===== config.mk =====
export PLATFORM = sky130hd
export DESIGN_NAME = div_seq_ctrl
export DESIGN_NICKNAME = d
export VERILOG_FILES = /design/src/rtl/alu_pkg.sv /design/src/rtl/addsub_n.sv /design/src/rtl/div_seq_ctrl.sv
export SDC_FILE = /design/constraint.sdc
export NUM_CORES = 1
export LEC_CHECK = 0
export CAP_MARGIN = 5
export CORE_ASPECT_RATIO = 0.8
export CORE_MARGIN = 3
export CORE_UTILIZATION = 30
export CTS_CLUSTER_SIZE = 40
export DETAILED_ROUTE_END_ITERATION = 8
export GPL_TIMING_DRIVEN = 0
export PLACE_DENSITY = 0.54
export RECOVER_POWER = 100
export SETUP_SLACK_MARGIN = 0.3
export SLEW_MARGIN = 20
export SYNTH_ARGS = -nofsm -noshare
export SYNTH_HDL_FRONTEND = slang
export SYNTH_HIERARCHICAL = 1
export SYNTH_SLANG_ARGS = --single-unit

===== constraint.sdc =====
create_clock -name clk -period 2.5 [get_ports clk]
set_input_delay 0.25 -clock clk [delete_from_list [all_inputs] [get_ports clk]]
set_output_delay 0.25 -clock clk [all_outputs]
set_load 0.01 [all_outputs]

===== src/rtl/alu_pkg.sv =====
// Shared definitions for the sequential divider slice.
//   DIV_WIDTH    default operand/result width
//   div_state_t  divider controller state encoding
//   cnt_width()  width of an iteration counter covering 0..w-1
package alu_pkg;

  localparam int DIV_WIDTH = 4;

  typedef enum logic [1:0] {
    S_IDLE = 2'd0,
    S_LOAD = 2'd1,
    S_ITER = 2'd2,
    S_DONE = 2'd3
  } div_state_t;

  function automatic int cnt_width(input int w);
    return (w > 1) ? $clog2(w) : 1;
  endfunction

endpackage


===== src/rtl/addsub_n.sv =====
// N-bit adder/subtractor.
//   A, B   operands
//   sel    0: A + B, 1: A - B (B complemented, carry-in 1)
//   Sum    N-bit result
//   C_out  carry out; in subtract mode 1 means no borrow (A >= B)
module addsub_n #(
  parameter int N = 5
) (
  input  logic [N-1:0] A,
  input  logic [N-1:0] B,
  input  logic         sel,
  output logic [N-1:0] Sum,
  output logic         C_out
);

  logic [N-1:0] b_eff;

  assign b_eff = B ^ {N{sel}};
  assign {C_out, Sum} = {1'b0, A} + {1'b0, b_eff} + {{N{1'b0}}, sel};

endmodule


===== src/rtl/div_seq_ctrl.sv =====
// Sequential restoring divider controller, one quotient bit per clock.
//   clk        system clock, rising edge
//   rst        synchronous active-high reset
//   start      begin a division (accepted in IDLE only)
//   dividend   unsigned dividend, captured when start is accepted
//   divisor    unsigned divisor, captured when start is accepted
//   busy       high in LOAD, ITER and DONE
//   done       one-cycle pulse while results become valid
//   quotient   registered quotient (all ones on divide-by-zero)
//   remainder  registered remainder (dividend on divide-by-zero)
//   div_zero   registered divide-by-zero flag
//
// state  | meaning
// -------+------------------------------------------------------------
// IDLE   | waiting for start; results held
// LOAD   | clear partial remainder and counter, seed shift register
// ITER   | one restoring step per cycle, WIDTH cycles
// DONE   | done pulse; results were loaded on the edge entering DONE
module div_seq_ctrl
  import alu_pkg::*;
#(
  parameter int WIDTH = DIV_WIDTH
) (
  input  logic             clk,
  input  logic             rst,
  input  logic             start,
  input  logic [WIDTH-1:0] dividend,
  input  logic [WIDTH-1:0] divisor,
  output logic             busy,
  output logic             done,
  output logic [WIDTH-1:0] quotient,
  output logic [WIDTH-1:0] remainder,
  output logic             div_zero
);

  localparam int CNT_W = cnt_width(WIDTH);
  localparam logic [CNT_W-1:0] CNT_LAST = CNT_W'(WIDTH - 1);

  div_state_t state_q, state_d;

  logic [WIDTH-1:0] dvd_q, dvd_d;
  logic [WIDTH-1:0] dvs_q, dvs_d;
  logic [WIDTH:0]   rem_q, rem_d;
  // Holds the unconsumed dividend bits in its upper part and collects
  // quotient bits from the bottom as they are produced.
  logic [WIDTH-1:0] qw_q, qw_d;
  logic [CNT_W-1:0] cnt_q, cnt_d;

  logic [WIDTH-1:0] quo_d, rmd_d;
  logic             dz_d, done_d, busy_d;

  logic [WIDTH:0]   trial_a;
  logic [WIDTH:0]   diff;
  logic             no_borrow;
  logic [WIDTH:0]   step_rem;
  logic [WIDTH-1:0] step_q;

  // Shift in the next dividend bit. The partial remainder is always below
  // the divisor, so its top bit is zero and nothing is lost by the shift.
  assign trial_a = (rem_q << 1) | {{WIDTH{1'b0}}, qw_q[WIDTH-1]};

  addsub_n #(.N(WIDTH + 1)) u_addsub (
    .A     (trial_a),
    .B     ({1'b0, dvs_q}),
    .sel   (1'b1),
    .Sum   (diff),
    .C_out (no_borrow)
  );

  assign step_rem = no_borrow ? diff : trial_a;
  assign step_q   = {qw_q[WIDTH-2:0], no_borrow};

  always_ff @(posedge clk) begin
    if (rst) state_q <= S_IDLE;
    else     state_q <= state_d;
  end

  always_comb begin
    state_d = state_q;
    dvd_d   = dvd_q;
    dvs_d   = dvs_q;
    rem_d   = rem_q;
    qw_d    = qw_q;
    cnt_d   = cnt_q;
    quo_d   = quotient;
    rmd_d   = remainder;
    dz_d    = div_zero;
    done_d  = 1'b0;

    case (state_q)
      S_IDLE: begin
        if (start) begin
          dvd_d   = dividend;
          dvs_d   = divisor;
          state_d = S_LOAD;
        end
      end
      S_LOAD: begin
        rem_d = '0;
        cnt_d = '0;
        qw_d  = dvd_q;
        if (dvs_q == '0) begin
          state_d = S_DONE;
          quo_d   = '1;
          rmd_d   = dvd_q;
          dz_d    = 1'b1;
          done_d  = 1'b1;
        end else begin
          state_d = S_ITER;
        end
      end
      S_ITER: begin
        rem_d = step_rem;
        qw_d  = step_q;
        if (cnt_q == CNT_LAST) begin
          state_d = S_DONE;
          quo_d   = step_q;
          rmd_d   = step_rem[WIDTH-1:0];
          dz_d    = 1'b0;
          done_d  = 1'b1;
        end else begin
          cnt_d = cnt_q + 1'b1;
        end
      end
      S_DONE: begin
        state_d = S_IDLE;
      end
      default: begin
        state_d = S_IDLE;
      end
    endcase

    busy_d = (state_d != S_IDLE);
  end

  always_ff @(posedge clk) begin
    if (rst) begin
      dvd_q     <= '0;
      dvs_q     <= '0;
      rem_q     <= '0;
      qw_q      <= '0;
      cnt_q     <= '0;
      quotient  <= '0;
      remainder <= '0;
      div_zero  <= 1'b0;
      done      <= 1'b0;
      busy      <= 1'b0;
    end else begin
      dvd_q     <= dvd_d;
      dvs_q     <= dvs_d;
      rem_q     <= rem_d;
      qw_q      <= qw_d;
      cnt_q     <= cnt_d;
      quotient  <= quo_d;
      remainder <= rmd_d;
      div_zero  <= dz_d;
      done      <= done_d;
      busy      <= busy_d;
    end
  end

endmodule


---- Word level (Yosys, flattened, before mapping) ----
Index checks and enable logic that the tools add are counted.
operators by class
  add/sub/neg operators ................... 3
  equal/unequal tests ..................... 7
  muxes and demuxes ....................... 21
  bitwise gates (word level) .............. 2
  reduce and logical (&&, ||, !) cells .... 7
operators with widths
  cell                 count
  $pmux 4 s2           4
  $mux 4               5
  $pmux 2 s4           1
  $add 5x5->6          1
  $add 6x1->6 const B  1
  $eq 2x2->1 const B   3
  $mux 2               3
  $ne 2x2->1 const B   3
  $mux 1               5
  $not 4->5            1
  $or 5x1->5           1
  $logic_not 4->1      1
  $pmux 1 s2           2
  $pmux 2 s2           1
  $reduce_and 2->1     2
  $reduce_bool 2->1    2
  $reduce_and 3->1     1
  $add 2x1->2 const B  1
  $eq 2x1->1 const B   1
  $logic_not 2->1      1
word-level totals
  bits in registers ....................... 31
  input bits .............................. 11
  output and inout port bits .............. 11
  logic and storage cells ................. 51

---- Longest topological paths before layout ----
  word-level depth ........................ 6
  depth in mapped cells ................... 10
  mapped depth without buffers ............ 8

---- Modules after synthesis ----
Netlist, hierarchy kept.
modules (own cells, without submodules)
  module        instances  cells each  area each (µm²)  seq. area each (µm²)
  div_seq_ctrl  1          153         1,412.6          620.6
  addsub_n      1          29          240.2            0.0

---- Worst setup path after synthesis ----
No wires, ideal clock.
  kind .................................... flip-flop to flip-flop
  from .................................... register dvs_q[2]
  to ...................................... register remainder[0]
  library setup time ...................... 127 ps
  arrival time ............................ 1,894 ps
  required time ........................... 2,373 ps
  slack ................................... 479 ps
  stages on the path, launching flop included .. 10
  buffers on the path ..................... 1
  period minus slack after synthesis ...... 2,021 ps
  path through ............................ dfxtp_1 > xor2_1 > ha_1 > nand2_1 > or2_1 > a31oi_1 > buf_2 > mux2_2 > o211ai_1 > mux2i_1
on the way
  longest elaborated chain between the ends .. 6
  elaborated cells between the ends (all ways) .. 9
  those cells by class .................... add/sub (2); eq/ne (1); mux (3); bitwise (1); reduce/logical (2)
RTL lines
  element                 RTL line             text
  start, declared         div_seq_ctrl.sv:42   logic [WIDTH-1:0] dvs_q, dvs_d;
  start signal, assigned  div_seq_ctrl.sv:150  dvs_q <= dvs_d;
  $not 4->5 (no line)     --
  $add 5x5->6             addsub_n.sv:19       assign {C_out, Sum} = {1'b0, A} + {1'b0, b_eff} + {{N{1'b0}}, sel};
  $add 6x1->6             addsub_n.sv:19
  net no_borrow           div_seq_ctrl.sv:54   logic no_borrow;
  $mux 4                  div_seq_ctrl.sv:70   assign step_rem = no_borrow ? diff : trial_a;
  $mux 4                  div_seq_ctrl.sv:115  if (cnt_q == CNT_LAST) begin
  $pmux 4 s2              div_seq_ctrl.sv:90   case (state_q)
  end signal, assigned    div_seq_ctrl.sv:155  remainder <= rmd_d;
  end, declared           div_seq_ctrl.sv:32   output logic [WIDTH-1:0] remainder,
The timed path passes the listed nets, and every way through them passes these cells. The select of a mux whose other input is x is not followed.
A chain may end at the register's enable or synchronous reset.

---- Worst setup path after layout ----
  from .................................... register dvs_q[3]
  to ...................................... register remainder[1]
Same word-level chain as after synthesis.

==> impl_results.md <==
- Status: completed
- VDD IR max: 0.2841 mV
- Clock Path Buffers: 2
- Initial antenna violation count: 0
- Vias per inst: 4.745
- Crit. Startpoint: dvs_q[3]
- Worst EP arrival: 2400 ps
- Most frequent cells in the layout: 29 x dfxtp_1, 15 x a21oi_1, 15 x nand2_1
- Hpwl dp: 2.736 mm
- DP Cell Count: ~260
- Core box area: 0.005122 mm2
- Crit path kind: reg2reg
- CP startpoint kind: register
- Fin crit period: approximately 2200 ps
- Starting Density: 0.3183
- Gr usage total: 0.1222
- Die Width: ~88 um
- # clock sinks: 31
- Setup violators final: 0
- Total power: 1.495 mW
- ANT nets after route: 0
- Num ports: 22
- CTS tree: built
- GPL Wtd Cong: 0.7679
- First-pass GRT wire length: 5.968 mm
- Clk root buf: clkbuf_8
- Final Hold Fails: 0
- Drt initial violations: 74
- Largest net degree at the start of global routing: 11
- Post-place instance area: 0.001918 mm2
- # Max-Cap Violations: 0
- Die Area: 0.006360 mm2
- Reg2Reg Launch Point: dvs_q[3]
- Area Growth Syn to Fin: 27.09%
- Ant. Diodes: 0
- Yosys warns: 6
- Port bufs: 21
- Register-to-Register Path Depth: 9
- Crit share post-route: 0.8955
- Clock transition at path regs: 70 ps
- F_max: 0.4467 GHz
- Drt total wl: ~3.6 mm
- Final Cell Area: approximately 0.0021 mm2
- Type of the most critical hold path: reg2reg
- Grt ovf: 0
- Worst-Margin Slew: 556.9 ps
- TritonRoute pass-1 iters: 4
- Hold Path Depth: 2
- RSZ-0062 raised after global routing: true
- Fraction of layout instances using a drive strength above 1: 0.1315
- Util after Layout: 0.4045
- CP endpoint kind: register
- Via Count: 1305
- Post-Layout Cell Count: 275
- PwrDens: just over 700 mW/mm2
- Mapped Avg Cell Area: 9.108 um2
- Final WS setup: around 260 ps
- Synth Net Count: 201
- Most common cell after layout, fill and taps aside: dfxtp_1
- Mapped Area: about 0.0016 mm2
- Max-slew violation count: 0
- Clk Latency, worst-skew pair: approximately 280 ps
- Final nets: 234
- Die height: 71.94 um
- CTS Buf Count: 5
- Start point of the worst hold path: remainder[2]
- WL per Instance: 12.91 um
- Pre-CTS WS: 177.9 ps
- Peak fanout along the critical path: 6
- Setup clock skew after layout: 4.704 ps
- Minimum hold slack: 464.6 ps
- Detailed-route DRC error count: 0
- Syn Inst Count: around 180
- Vias in the first global route: 1237
- Leak pwr: between 0.8 and 0.9 nW
- Relative slew margins: 0.6288
- Std cell rows: 23
- TNS Setup: 0 ps
- Critical Path RT: 2660 ps
- Hold Buf Count CTS: 0
- H-Tree Depth: 2
path summary, 6_finish.rpt:
check	to	slack, ps
setup reg to reg	remainder[1]	260
hold / removal	remainder[2]	460
hold reg to reg	remainder[2]	460
setup / recovery	remainder[1]	260
final cells by class:
| type | instances | area [um2] |
|---|---|---|
| Fill cell | 549 | 3050 |
| Buffer | 11 | 52.55 |
| Timing Repair Buffer | 26 | 247.7 |
| Sequential cell | 31 | 628.1 |
| Clock inverter | 1 | 5.005 |
| Multi-Input combinational cell | 128 | 950.9 |
| Clock buffer | 7 | 76.32 |
| Tap cell | 62 | 77.57 |
| Inverter | 9 | 33.78 |
flip-flops by register name, summed over array words and instances (netlist names):
register / flops
dvd_q: 4
dvs_q: 4
quotient: 4
qw_q: 4
rem_q: 4
remainder: 4
cnt_q: 2
state_q: 2
busy: 1
div_zero: 1
done: 1
report_power, final:
part | total (mW) | switching (mW) | leakage, nW | internal (mW)
clock | 0.376 | 0.181 | 0.0422 | 0.195
sequential | 0.628 | 0.0569 | 0.255 | 0.571
combinational | 0.491 | 0.254 | 0.548 | 0.237
worst max-delay path: stages, from the launching register on:
cell and delay [ps]:
dfxtp_1 460, xor2_2 110, ha_1 320, or2_4 230, a21oi_2 130, a31oi_1 50
buf_4 170, mux2_4 310, o211ai_1 240, mux2i_1 100
per-layer routing:
| layer | vias up | wire length, um | GRT usage |
|---|---|---|---|
| met3 | 2 | 157 | 0.03973 |
| met5 | - | 0 | 0 |
| li1 | 685 | - | - |
| met1 | 593 | 1912 | 0.1823 |
| met4 | 0 | 10 | 0.03523 |
| met2 | 25 | 1470 | 0.1668 |
repair_timing:
item / CTS / global route
cloned: 0 / 0
gates resized for setup: 4 / 9
endpoints found under the setup margin: 3 / 4
setup buffers: 0 / 5
pin swaps: 0 / 6
Power figures use the tool's default switching activity.
